[config.mk]
export PLATFORM = sky130hd
export DESIGN_NAME = gat_bram_packer
export DESIGN_NICKNAME = d
export VERILOG_FILES = /design/src/rtl/gat_bram_packer_pkg.sv /design/src/rtl/gat_bram_packer_beat.sv /design/src/rtl/gat_bram_packer.sv
export SDC_FILE = /design/constraint.sdc
export NUM_CORES = 1
export LEC_CHECK = 0
export CAP_MARGIN = 20
export CELL_PAD_IN_SITES_DETAIL_PLACEMENT = 0
export CELL_PAD_IN_SITES_GLOBAL_PLACEMENT = 1
export CORE_MARGIN = 2
export CORE_UTILIZATION = 43
export CTS_BUF_LIST = sky130_fd_sc_hd__clkbuf_8
export DETAILED_ROUTE_END_ITERATION = 10
export PLACE_DENSITY_LB_ADDON = 0.3
export SYNTH_ARGS = -nofsm -noshare
export SYNTH_HDL_FRONTEND = slang
export SYNTH_HIERARCHICAL = 1
export SYNTH_SLANG_ARGS = --single-unit
[constraint.sdc]
create_clock -name clk -period 7.6 [get_ports clk]
set_clock_uncertainty 0.2 [all_clocks]
set_input_delay 1.14 -clock clk [delete_from_list [all_inputs] [get_ports clk]]
set_output_delay 1.14 -clock clk [all_outputs]
set_load 0.05 [all_outputs]
[src/rtl/gat_bram_packer_pkg.sv]
// Shared constants, enums and address-field helpers for the GAT BRAM load bridge.
package gat_bram_pkg;
  localparam int unsigned TOP_WIDTH = 32;
  localparam int unsigned BEAT_LSB  = 2;

  typedef enum logic [1:0] {
    CH_H_DATA    = 2'd0,
    CH_NODE_INFO = 2'd1,
    CH_WGT       = 2'd2
  } gat_ch_e;

  typedef enum logic [1:0] {
    IDLE = 2'd0,
    FILL = 2'd1,
    DONE = 2'd2
  } pk_state_e;

  // Returns the `width`-bit field of a host byte address starting at bit `lsb`.
  function automatic logic [31:0] addr_field(input logic [63:0] addr,
                                             input int unsigned lsb,
                                             input int unsigned width);
    logic [63:0] mask_s;
    mask_s = (64'd1 << width) - 64'd1;
    return 32'((addr >> lsb) & mask_s);
  endfunction
endpackage

[src/rtl/gat_bram_packer_beat.sv]
// One channel of the BRAM load bridge: beat staging, word assembly, word count and sticky flags.
module gat_beat_packer
  import gat_bram_pkg::*;
#(
  parameter int unsigned DATA_W = 64,
  parameter int unsigned ADDR_W = 18,
  parameter int unsigned BEATS  = 2,
  parameter int unsigned BEAT_W = 1
) (
  input  logic                 clk,
  input  logic                 rst,
  input  logic                 cfg_start,
  input  logic                 beat_valid,
  input  logic [BEAT_W-1:0]    beat_idx,
  input  logic [ADDR_W-1:0]    word_addr,
  input  logic [TOP_WIDTH-1:0] din,
  input  logic [ADDR_W:0]      depth,
  output logic                 wr_en,
  output logic [ADDR_W-1:0]    wr_addr,
  output logic [DATA_W-1:0]    wr_data,
  output logic                 load_done,
  output logic                 err_order,
  output logic                 err_ovf
);
  localparam int unsigned   STG_W    = BEATS * TOP_WIDTH;
  localparam logic [ADDR_W:0]   CNT_ONE  = (ADDR_W + 1)'(1);
  localparam logic [BEAT_W-1:0] BEAT_ONE = BEAT_W'(1);

  pk_state_e         state_r;
  logic [BEAT_W-1:0] exp_beat_r;
  logic [ADDR_W-1:0] cur_addr_r;
  logic [STG_W-1:0]  stage_r;
  logic [ADDR_W:0]   cnt_r;
  logic              wr_en_r;
  logic [ADDR_W-1:0] wr_addr_r;
  logic [DATA_W-1:0] wr_data_r;
  logic              load_done_r;
  logic              err_order_r;
  logic              err_ovf_r;

  logic [STG_W-1:0]  full_s;
  logic              in_order_s;
  logic              last_s;
  logic              take_s;
  logic              order_err_s;
  logic              complete_s;
  logic [ADDR_W:0]   cnt_inc_s;

  // Merge the incoming beat into the staged word and classify it against the expected sequence.
  always_comb begin
    full_s = stage_r;
    for (int k = 0; k < int'(BEATS); k++) begin
      if (beat_idx == BEAT_W'(k)) begin
        full_s[k*TOP_WIDTH +: TOP_WIDTH] = din;
      end else begin
        full_s[k*TOP_WIDTH +: TOP_WIDTH] = stage_r[k*TOP_WIDTH +: TOP_WIDTH];
      end
    end
    in_order_s  = (beat_idx == exp_beat_r) && (word_addr == cur_addr_r);
    last_s      = (beat_idx == BEAT_W'(BEATS - 1));
    take_s      = 1'b0;
    order_err_s = 1'b0;
    case (state_r)
      IDLE: begin
        take_s      = beat_valid && (beat_idx == BEAT_W'(0));
        order_err_s = beat_valid && (beat_idx != BEAT_W'(0));
      end
      // A stray beat 0 mid-word is both an error and the start of a fresh word.
      FILL: begin
        take_s      = beat_valid && (in_order_s || (beat_idx == BEAT_W'(0)));
        order_err_s = beat_valid && !in_order_s;
      end
      default: begin
        take_s      = 1'b0;
        order_err_s = 1'b0;
      end
    endcase
    complete_s = take_s && last_s;
    cnt_inc_s  = cnt_r + CNT_ONE;
  end

  // Channel sequencing: reset, cfg_start clear, then beat acceptance and word completion.
  always_ff @(posedge clk) begin
    if (rst) begin
      state_r     <= IDLE;
      exp_beat_r  <= '0;
      cur_addr_r  <= '0;
      stage_r     <= '0;
      cnt_r       <= '0;
      wr_en_r     <= 1'b0;
      wr_addr_r   <= '0;
      wr_data_r   <= '0;
      load_done_r <= 1'b0;
      err_order_r <= 1'b0;
      err_ovf_r   <= 1'b0;
    end else begin
      wr_en_r <= 1'b0;
      if (cfg_start) begin
        state_r     <= IDLE;
        exp_beat_r  <= '0;
        cnt_r       <= '0;
        load_done_r <= 1'b0;
        err_order_r <= 1'b0;
        err_ovf_r   <= 1'b0;
      end else begin
        if (order_err_s) err_order_r <= 1'b1;
        if (beat_valid && (state_r == DONE)) err_ovf_r <= 1'b1;
        if (complete_s) begin
          wr_en_r    <= 1'b1;
          wr_addr_r  <= word_addr;
          wr_data_r  <= full_s[DATA_W-1:0];
          cnt_r      <= cnt_inc_s;
          exp_beat_r <= '0;
          if ((depth != '0) && (cnt_inc_s == depth)) begin
            load_done_r <= 1'b1;
            state_r     <= DONE;
          end else begin
            state_r <= IDLE;
          end
        end else if (take_s) begin
          stage_r    <= full_s;
          cur_addr_r <= word_addr;
          exp_beat_r <= beat_idx + BEAT_ONE;
          state_r    <= FILL;
        end else if (order_err_s) begin
          state_r    <= IDLE;
          exp_beat_r <= '0;
        end
      end
    end
  end

  assign wr_en     = wr_en_r;
  assign wr_addr   = wr_addr_r;
  assign wr_data   = wr_data_r;
  assign load_done = load_done_r;
  assign err_order = err_order_r;
  assign err_ovf   = err_ovf_r;
endmodule

[src/rtl/gat_bram_packer.sv]
// Multi-channel load bridge: decodes host byte addresses and packs 32-bit beats into wide BRAM words.
module gat_bram_packer
  import gat_bram_pkg::*;
#(
  parameter  int unsigned NUM_CH   = 3,
  parameter  int unsigned DATA_W   = 64,
  parameter  int unsigned ADDR_W   = 18,
  localparam int unsigned BEATS    = (DATA_W + TOP_WIDTH - 1) / TOP_WIDTH,
  localparam int unsigned BEAT_W   = (BEATS > 1) ? $clog2(BEATS) : 1,
  localparam int unsigned CH_W     = (NUM_CH > 1) ? $clog2(NUM_CH) : 1,
  localparam int unsigned S_ADDR_W = CH_W + ADDR_W + BEAT_W + 2
) (
  input  logic                       clk,
  input  logic                       rst,
  input  logic [TOP_WIDTH-1:0]       s_din,
  input  logic                       s_ena,
  input  logic                       s_wea,
  input  logic [S_ADDR_W-1:0]        s_addr,
  input  logic                       cfg_start,
  input  logic [NUM_CH*(ADDR_W+1)-1:0] cfg_depth,
  output logic [NUM_CH-1:0]          m_wr_en,
  output logic [NUM_CH*ADDR_W-1:0]   m_wr_addr,
  output logic [NUM_CH*DATA_W-1:0]   m_wr_data,
  output logic [NUM_CH-1:0]          load_done,
  output logic                       all_done,
  output logic [NUM_CH-1:0]          err_order,
  output logic [NUM_CH-1:0]          err_ovf,
  output logic                       err_decode
);
  localparam int unsigned WA_LSB = BEAT_LSB + BEAT_W;
  localparam int unsigned CH_LSB = WA_LSB + ADDR_W;

  logic [CH_W-1:0]   ch_s;
  logic [ADDR_W-1:0] word_s;
  logic [BEAT_W-1:0] beat_s;
  logic              beat_acc_s;
  logic              dec_ok_s;
  logic [NUM_CH-1:0] ch_valid_s;
  logic [NUM_CH-1:0] used_s;
  logic              err_decode_r;

  // Split the byte address into fields and steer the accepted beat to one channel.
  always_comb begin
    ch_s       = CH_W'(addr_field(64'(s_addr), CH_LSB, CH_W));
    word_s     = ADDR_W'(addr_field(64'(s_addr), WA_LSB, ADDR_W));
    beat_s     = BEAT_W'(addr_field(64'(s_addr), BEAT_LSB, BEAT_W));
    beat_acc_s = s_ena && s_wea;
    dec_ok_s   = ({1'b0, ch_s} < (CH_W + 1)'(NUM_CH));
    for (int c = 0; c < int'(NUM_CH); c++) begin
      ch_valid_s[c] = beat_acc_s && dec_ok_s && (ch_s == CH_W'(c));
      used_s[c]     = (cfg_depth[c*(ADDR_W+1) +: ADDR_W+1] != '0);
    end
  end

  // Sticky decode error for beats aimed past the last channel.
  always_ff @(posedge clk) begin
    if (rst) begin
      err_decode_r <= 1'b0;
    end else if (cfg_start) begin
      err_decode_r <= 1'b0;
    end else if (beat_acc_s && !dec_ok_s) begin
      err_decode_r <= 1'b1;
    end
  end

  for (genvar c = 0; c < NUM_CH; c++) begin : g_ch
    gat_beat_packer #(
      .DATA_W (DATA_W),
      .ADDR_W (ADDR_W),
      .BEATS  (BEATS),
      .BEAT_W (BEAT_W)
    ) u_packer (
      .clk        (clk),
      .rst        (rst),
      .cfg_start  (cfg_start),
      .beat_valid (ch_valid_s[c]),
      .beat_idx   (beat_s),
      .word_addr  (word_s),
      .din        (s_din),
      .depth      (cfg_depth[c*(ADDR_W+1) +: ADDR_W+1]),
      .wr_en      (m_wr_en[c]),
      .wr_addr    (m_wr_addr[c*ADDR_W +: ADDR_W]),
      .wr_data    (m_wr_data[c*DATA_W +: DATA_W]),
      .load_done  (load_done[c]),
      .err_order  (err_order[c]),
      .err_ovf    (err_ovf[c])
    );
  end

  // Unused channels (depth 0) do not hold up all_done; with no channel in use it stays low.
  assign all_done   = (|used_s) && (&(load_done | ~used_s));
  assign err_decode = err_decode_r;
endmodule

==> impl_metrics.tcl, run 1 <==
set metrics [dict create \
    drt-initial-drc-count 1178 \
    num-fill-cells 4591 \
    antenna_found_initial 2 \
    setup_violations 0 \
    cts_setup_buffers 0 \
    drt_pass1_iterations 5 \
    outcome "finished clean" \
    async_reset_ff_share_pct 0 \
    critPathLaunchType "input pin" \
    synth_area_um2 21030 \
    finalMaxSlewViolations 0 \
    cp_slowest_stage_delay_ns 0.82 \
    nets 2971 \
    yosysTopAreaCellShare_pct 48.26 \
    min_period_ns 5.073 \
    yosysTopAreaCell "dfxtp_1" \
    grt_usage_pct 26.02 \
    max_slew_margin_pct 25.68 \
    worstSkewPairLatency_ns 0.67 \
    cts_tree "built" \
    rsz0062_at_grt "false" \
    p_leak_nw 8.859 \
    synth_edf_count 0 \
    synthTopCellsByArea "dfxtp_1 48%, nand2_1 12%, a21oi_1 8.9%, mux2i_1 4.1%, xor2_1 3.2%" \
    hold_path.class "flop to flop" \
    ys_types 55 \
    total_power_mw 5.598 \
    grt_pass1_vias 18240 \
    drv_cap 0 \
    overflow 0 \
    ys_ff_latch 507 \
    yosys_most_used_dff "dfxtp_1" \
    cts_resized 0 \
    clk_path_buf_depth 3 \
    port_buffers 374 \
    multi_input_area_um2 10110 \
    cts.sinks 507 \
    grt_start_max_net_pins 147 \
    initial_core_util_pct 43.24 \
    critPathRequiredTime_ns 6.26 \
    dp.cells 3383 \
    timing.critical_path.buf_inv 2 \
    postCtsHoldBufs 0 \
    die_width_um 225.2 \
    syn-num-nets 2678 \
    drive_above_1_share_pct 6.100 \
    cts_root_buffer "clkbuf_8" \
    drtAntennaViolNets 0 \
    path_max_fanout 3 \
    clkTransAtPathRegs_ns 0.06 \
    power-per-cell-area_nw_per_um2 208.1 \
    path_class "input pin to output port" \
    worstPathArrival_ns 3.73 \
    yosysSeqAreaShare_pct 48.26 \
    fmax_ghz 0.1971 \
    io_pins 377 \
    wirelength_um 67630 \
    ys_warn_count 6 \
    drc_errors 0 \
    die_y_um 225.2 \
    crit_slowest_cell "clkdlybuf4s50_1" \
    core_area_um2 48650 \
    cp_common_cell "clkdlybuf4s50_1" \
    gp_congestion 0.8893 \
    post-route-period-util_pct 66.75 \
    route.detailed.wl_per_inst_um 19.10 \
    crit_family "buffers and inverters" \
    setup_tns_ns 0 \
    regArea_um2 10150 \
    endpoint_kind "output port" \
    grt_pass1_wl_um 103300 \
    rows 81 \
    syn-instance-count 2558 \
    hpwl_um 43520 \
    synth_area_per_cell_um2 8.222 \
    crit_chain "clkdlybuf4s50_1 > nor4_1 > nand4_1 > nor4_2 > nor2_1 > nor3_2 > clkdlybuf4s50_1" \
    htree_levels 3 \
    via_per_inst 5.373 \
    stdcell_count 3541 \
    syn2layout_area_growth_pct 27.91 \
    hold_viol_final 0 \
    worst_pin_slew_ns 1.115 \
    die_area_um2 50700 \
    numCtsBuffers 87 \
    vias 19030 \
    ir_worst_vdd_mv 0.1393 \
]
-- path summary, 6_finish.rpt --
check,start,to,slack (ns),depth (start not counted)
worst min-delay path,g_ch[0].u_packer/stage_r[7]$_SDFFE_PP0P_,g_ch[0].u_packer/wr_data[7]$_SDFFE_PP0P_,0.24,2
worst max register to register,g_ch[0].u_packer/cur_addr_r[16]$_SDFFE_PP0P_,g_ch[0].u_packer/cnt_r[16]$_SDFFE_PP0P_,4.38,6
worst max-delay path,cfg_depth[48],all_done,2.53,7
worst min register to register,g_ch[0].u_packer/stage_r[7]$_SDFFE_PP0P_,g_ch[0].u_packer/wr_data[7]$_SDFFE_PP0P_,0.24,2
-- worst min-delay path, stage by stage (launching register included) --
cell	delay (ns)
dfxtp_1	0.31
nand2_1	0.05
a21oi_1	0.05
-- cell type report --
cell class                      instances  area share, %
Sequential cell                       507          37.73
Multi-Input combinational cell       1846          37.57
Timing Repair Buffer                  389          14.46
Clock buffer                          114          5.832
Tap cell                              622          2.893
Clock inverter                         42          1.219
Inverter                               20         0.2791
Antenna cell                            1       0.009302
-- state kept, by name, summed over array words and instances (netlist names) --
signal                    flops
err_decode                    1
g_ch.u_packer/cnt_r          57
g_ch.u_packer/cur_addr_r     54
g_ch.u_packer/err_order       3
g_ch.u_packer/err_ovf         3
g_ch.u_packer/exp_beat_r      3
g_ch.u_packer/load_done       3
g_ch.u_packer/stage_r       128
g_ch.u_packer/state_r         6
g_ch.u_packer/wr_addr        54
g_ch.u_packer/wr_data       192
g_ch.u_packer/wr_en           3
-- through the flow --
| stage | setup slack (ns) | instance area (um^2) | utilization (%) | hold slack (ns) |
|---|---|---|---|---|
| 4_1_cts | 2.468 | 26870 | 55.24 | 0.2332 |
| 3_5_place_dp | 2.476 | 24980 | 51.34 | 0.2438 |
| 5_1_grt | 2.360 | 26900 | 55.30 | 0.2600 |
| 2_1_floorplan | 3.819 | 21030 | - | 0.2322 |
| 3_3_place_gp | 2.447 | 24980 | 51.34 | 0.2364 |
| 6_report | 2.527 | 26900 | 55.30 | 0.2356 |
-- where the power goes --
group	switching [mW]	total (mW)	internal, mW
logic	0.176	0.281	0.105
registers	0.00357	2.67	2.66
clock network	1.16	2.65	1.49
total	1.34	5.60	4.26
-- kinds of logic (layout without fill, tap and decap cells) --
logic type,after synthesis,in the layout,share of synthesized area (%)
AOI/OAI and AO/OA,556,556,15.15
xor gates and xnor gates,130,130,5.413
adders and majority gates,3,3,0.1785
buffers and inverters,205,565,3.897
DFF,507,507,48.26
muxes,88,88,4.194
other,0,1,0
and+or+nand+nor,1069,1069,22.91
-- placed cells by master (no fill, tap or decap), types with 53 or more instances in the layout --
cell             instances
clkdlybuf4s50_1        372
clkbuf_8               114
dfxtp_1                507
xnor2_1                 53
a21oi_1                372
nor2_1                 127
nand2_1                666
a211oi_1                66
mux2i_1                 87
xor2_1                  77
-- cell usage after synthesis (all sizes together) (6+ instances only) --
library cell  number
a2111oi           10
a211oi            66
a21oi            372
a31oi              7
and2               6
and3               6
and4              10
buf               27
clkbuf           158
dfxtp            507
inv               20
mux2i             87
nand2            667
nand2b             6
nand3             27
nand4             26
nor2             127
nor2b             49
nor3              15
nor3b             10
nor4              47
o21ai             44
o31ai             22
or3               37
or4               26
xnor2             53
xor2              77
-- metal layers --
metal  GRT usage (%)  part of all wire [%]  vias up
li1                -                     -     9354
met1           32.49                    43     9089
met2           42.45                    46      456
met3           8.501                   7.6      124
met4           8.353                   2.7        2
met5               0                 0.018        -
Power figures use the tool's default switching activity.
==> run 2: changes to the inputs <==
CORE_UTILIZATION = 36   (was 43)
clock period = 4.2 ns   (was 7.6 ns; I/O delays follow)
==> run 2 against run 1 <==
  * Wire length increased by 4.7%
  * Total power increased by 76%
  * Register-to-register slack got worse by 3.2 ns
  * Via count increased by 1.2%
  * Utilization decreased by 8.0 points
  * Sequential power increased by 81%
  * Hold slack got worse by 0.062 ns
  * Clock power increased by 69%
  * Combinational power increased by 87%
  * Non-clock buffer count increased by 38
  * Die area increased by 19%
  * Highest routed layer is now met4
  * Worst setup slack got worse by 1.8 ns
==> impl_metrics.tcl, run 2 (synthesized netlist as in run 1, its figures left out) <==
set metrics [dict create \
    wl_met1_um 31430 \
    p_leak_nw 8.988 \
    critical_path_depth 7 \
    reg2reg_depth 7 \
    drc_errors 0 \
    grt_usage_pct 22.92 \
    drive_above_1_share_pct 7.186 \
    setup_violations 0 \
    cts_tree "built" \
    grt_pass1_vias 18580 \
    met3_wirelength_um 4549 \
    grt_pass1_wl_um 108300 \
    hold_viol_final 0 \
    via_per_inst 5.182 \
    rsz0062_at_grt "false" \
    regToRegEndpoint "g_ch[2].u_packer/load_done$_SDFFE_PP0P_" \
    syn2layout_area_growth_pct 29.72 \
    switching_share_pct 24.76 \
    finalMaxSlewViolations 0 \
    clk_path_buf_depth 3 \
    nets 3012 \
    final_common_cell "nand2_1" \
    critPathRequiredTime_ns 3.37 \
    die_area_um2 60370 \
    postCtsHoldBufs 0 \
    largest_reg_flops 192 \
    htree_levels 3 \
    power-per-cell-area_nw_per_um2 360.4 \
    die_y_um 245.7 \
    numCtsBuffers 90 \
    hp-start "rst" \
    crit_start "cfg_depth[10]" \
    rows 88 \
    cts_root_buffer "clkbuf_8" \
    top_layer "met4" \
    initial_core_util_pct 36.45 \
    dr_wl_met2_um 33200 \
    drtAntennaViolNets 0 \
    worst-r2r-setup-slack_ns 1.21 \
    port_buffers 374 \
    hpwl_um 46920 \
    power_frac_seq_pct 49.1 \
    worst_pin_slew_ns 1.056 \
    max_slew_margin_pct 29.60 \
    drt-initial-drc-count 1074 \
    hold_path.class "input pin to flop" \
    ir_worst_vdd_mv 0.2299 \
    fmax_ghz 0.2860 \
    antenna_found_initial 1 \
    vias 19260 \
    clkTransAtPathRegs_ns 0.05 \
    cp_slowest_stage_delay_ns 0.51 \
    power.switching_mw 2.435 \
    timing.critical_path.buf_inv 2 \
    post-route-period-util_pct 83.24 \
    intPower_mw 7.400 \
    cts.sinks 507 \
    num-fill-cells 5687 \
    dp.cells 3565 \
    critPathLaunchType "input pin" \
    worstPathArrival_ns 2.67 \
    worstSkewPairLatency_ns 0.69 \
    fin_util_pct 47.29 \
    crit_chain "clkdlybuf4s50_1 > nor4_1 > nand4_1 > nor4_2 > o22ai_1 > nor3_2 > buf_4" \
    wirelength_um 70810 \
    grt_start_max_net_pins 96 \
    r2r-start "g_ch[2].u_packer/cnt_r[0]$_SDFFE_PP0P_" \
    min_to "g_ch[2].u_packer/wr_addr[14]$_SDFFE_PP0P_" \
    outcome "finished clean" \
    route.detailed.wl_per_inst_um 19.06 \
    gp_congestion 0.8652 \
    endpoint_kind "output port" \
    min_period_ns 3.496 \
    cts_setup_buffers 0 \
    path_max_fanout 5 \
    final_cell_mix "666 x nand2_1, 507 x dfxtp_1, 372 x a21oi_1" \
    io_pins 377 \
    overflow 0 \
    path_class "input pin to output port" \
    clkPwrFrac_pct 45.6 \
    core_area_um2 57700 \
    p_comb_share_pct 5.3 \
    drt_pass1_iterations 4 \
    drv_cap 0 \
    die_width_um 245.7 \
    crit_family "simple AND/OR/NAND/NOR gates" \
    crit_slowest_cell "clkdlybuf4s50_1" \
    setup_tns_ns 0 \
    holdPathStages 2 \
    stdcell_count 3716 \
    cts_resized 0 \
]
run 2: cell count changes in the layout (fill, tap and decap cells not counted), sizes merged:
cell / change
inv: +2
clkinvlp: -1
clkdlybuf4s50: -1
bufinv: -4
clkinv: +1
clkbuf: -4
buf: +39
run 2: final cells by class:
| class | instances | area (um^2) | area share, % |
|---|---|---|---|
| Antenna cell | 1 | 2.502 | 0.009172 |
| Clock buffer | 110 | 1514 | 5.549 |
| Clock inverter | 40 | 222.7 | 0.8163 |
| Inverter | 20 | 75.07 | 0.2752 |
| Multi-Input combinational cell | 1846 | 10110 | 37.05 |
| Sequential cell | 507 | 10150 | 37.20 |
| Tap cell | 765 | 957.2 | 3.508 |
| Timing Repair Buffer | 427 | 4254 | 15.59 |
run 2: worst reg2reg max path, delay by kind of cell, from the launching register on:
| kind | cells | cell delay (ns) |
|---|---|---|
| compound gates | 1 | 0.17 |
| simple gates | 4 | 1.67 |
| flops | 1 | 0.43 |
| fa+ha+maj | 1 | 0.27 |
| xor+xnor | 1 | 0.18 |
run 2: worst max-delay path by stage:
stage	endpoint	slack, ns
4_1_cts	all_done	0.62
5_1_grt	all_done	0.53
3_3_place_gp	g_ch[2].u_packer/wr_data[63]$_SDFFE_PP0P_	0.13
2_1_floorplan	g_ch[1].u_packer/wr_data[53]$_SDFFE_PP0P_	1.37
3_5_place_dp	g_ch[2].u_packer/wr_data[31]$_SDFFE_PP0P_	0.12
6_report	all_done	0.70
run 2: per-layer routing:
layer | GRT usage (%) | vias to the layer above
li1 | - | 9412
met1 | 29.27 | 9259
met2 | 37.82 | 478
met3 | 6.264 | 109
met4 | 6.435 | 0
met5 | 0 | -
run 2: through the flow:
step	hold WS, ns	cell area (um^2)	total power, mW	setup slack, ns
after detailed placement	0.2431	25540	5.457	0.1178
after global placement	0.2390	25540	5.453	0.1280
final	0.1739	27280	9.834	0.7038
after floorplan	0.2322	21030	5.151	1.374
after CTS	0.1063	27280	9.977	0.6209
after global routing	0.1392	27280	10.22	0.5277
run 2: power by group through the flow:
stage | clock, mW | combinational, mW | sequential [mW]
floorplan | 0 | 0.218 | 4.93
global placement | 0 | 0.520 | 4.93
detailed placement | 0 | 0.524 | 4.93
CTS | 4.62 | 0.527 | 4.83
global route | 4.83 | 0.561 | 4.83
finish | 4.48 | 0.525 | 4.83
==> run 3: changes to the inputs <==
clock period = 3.05 ns   (was 4.2 ns; I/O delays follow)
==> run 3 against run 2 <==
  * Sequential cell count did not move
  * Via count rose by 1.9%
  * Hold slack got worse by 0.090 ns
  * Wire length rose by 1.7%
  * Utilization rose by 2.5 points
  * Combinational power rose by 51%
  * Largest power group is now the clock network
  * Total power rose by 45%
  * Cell area rose by 5.2%
  * Count of clock-buffer cells in the layout rose by 14
  * Worst setup slack got worse by 0.61 ns
  * Global-route usage rose by 0.33 points
==> impl_metrics.tcl, run 3 (synthesized netlist as in run 1, its figures left out) <==
set metrics [dict create \
    grt_usage_pct 23.24 \
    finalMaxSlewViolations 0 \
    vias 19630 \
    stdcell_count 3844 \
    die_width_um 245.7 \
    p_leak_nw 9.765 \
    route.detailed.wl_per_inst_um 18.73 \
    htree_levels 3 \
    grt_start_max_net_pins 180 \
    setup_tns_ns 0 \
    die_area_um2 60370 \
    post-route-period-util_pct 97.07 \
    drt_pass1_iterations 5 \
    clkTransAtPathRegs_ns 0.06 \
    hold_viol_final 0 \
    via_per_inst 5.106 \
    cts.sinks 507 \
    cts_tree "built" \
    postCtsHoldBufs 0 \
    cts_setup_buffers 0 \
    fmax_ghz 0.3378 \
    drv_cap 0 \
    critPathRequiredTime_ns 2.39 \
    antenna_found_initial 2 \
    clk_path_buf_depth 3 \
    num-fill-cells 5596 \
    r2r-start "g_ch[2].u_packer/cnt_r[0]$_SDFFE_PP0P_" \
    cts_root_buffer "clkbuf_8" \
    path_max_fanout 3 \
    numCtsBuffers 91 \
    grt_pass1_vias 19040 \
    critPathLaunchType "input pin" \
    final_cell_mix "666 x nand2_1, 507 x dfxtp_1, 372 x a21oi_1" \
    gp_congestion 0.9053 \
    power-per-cell-area_nw_per_um2 496.4 \
    pre_cts_slack_ns -0.2983 \
    io_pins 377 \
    rows 88 \
    wirelength_um 72010 \
    nets 3125 \
    outcome "finished clean" \
    crit_start "cfg_depth[40]" \
    max_slew_margin_pct 27.70 \
    ir_worst_vdd_mv 0.3243 \
    hold_path.class "input pin to flop" \
    hp-start "rst" \
    grt_pass1_wl_um 110000 \
    min_period_ns 2.961 \
    die_y_um 245.7 \
    worstPathArrival_ns 2.30 \
    drt-initial-drc-count 1159 \
    initial_core_util_pct 36.45 \
    hpwl_um 50070 \
    whs_ns 0.08422 \
    drive_above_1_share_pct 11.21 \
    rsz0062_at_grt "false" \
    final_common_cell "nand2_1" \
    drtAntennaViolNets 0 \
    core_area_um2 57700 \
    path_class "input pin to output port" \
    worstSkewPairLatency_ns 0.68 \
    total_power_mw 14.25 \
    syn2layout_area_growth_pct 36.50 \
    overflow 0 \
    worst_pin_slew_ns 1.084 \
    port_buffers 374 \
    drc_errors 0 \
    largest_reg_flops 192 \
    endpoint_kind "output port" \
    dp.cells 3677 \
    cts_resized 0 \
    fin_ws_ns 0.08940 \
    setup_violations 0 \
]
[run 3: where the power goes]
| part | leakage [nW] | switching (mW) | internal, mW | total [mW] |
|---|---|---|---|---|
| Sequential | 4.08 | 0.00908 | 6.64 | 6.65 |
| Combinational | 4.57 | 0.461 | 0.333 | 0.794 |
| Clock | 1.11 | 2.98 | 3.83 | 6.81 |
[run 3: worst paths after layout]
check,slack [ns],endpoint,depth (start not counted)
hold reg to reg,0.25,g_ch[1].u_packer/wr_data[11]$_SDFFE_PP0P_,2
hold / removal,0.08,g_ch[0].u_packer/err_order$_SDFFE_PP0P_,4
setup reg to reg,0.32,g_ch[2].u_packer/load_done$_SDFFE_PP0P_,8
setup / recovery,0.09,all_done,7
[run 3: per-layer routing]
layer | GRT usage [%] | vias up | routed length (um)
met3 | 6.461 | 108 | 5043
met2 | 38.18 | 487 | 33720
li1 | - | 9683 | -
met4 | 7.683 | 0 | 1927
met5 | 0 | - | 0
met1 | 29.33 | 9351 | 31320
[run 3: area by class of cell]
cell class                 count  area (um^2)  area share, %
tap                          765        957.2          3.334
sequential                   507        10150          35.35
antenna                        2        5.005        0.01743
inverter                      20        75.07         0.2615
clock buffer                 124         1707          5.945
timing repair buffer         539         5420          18.88
multi-input combinational   1846        10110          35.21
clock inverter                41        286.5         0.9980
[run 3: per-stage QoR]
stage | util, % | instance area, um^2
final | 49.76 | 28710
after global routing | 49.75 | 28710
after CTS | 49.75 | 28700
after detailed placement | 46.30 | 26710
after global placement | 46.30 | 26710
after floorplan | - | 21030
[run 3: critical path, stage by stage]
cell and delay, ns:
clkdlybuf4s50_1 0.47, nor4_1 0.38, nand4_1 0.19, nor4_2 0.29
nor2_1 0.09, nor3_2 0.25, buf_12 0.17
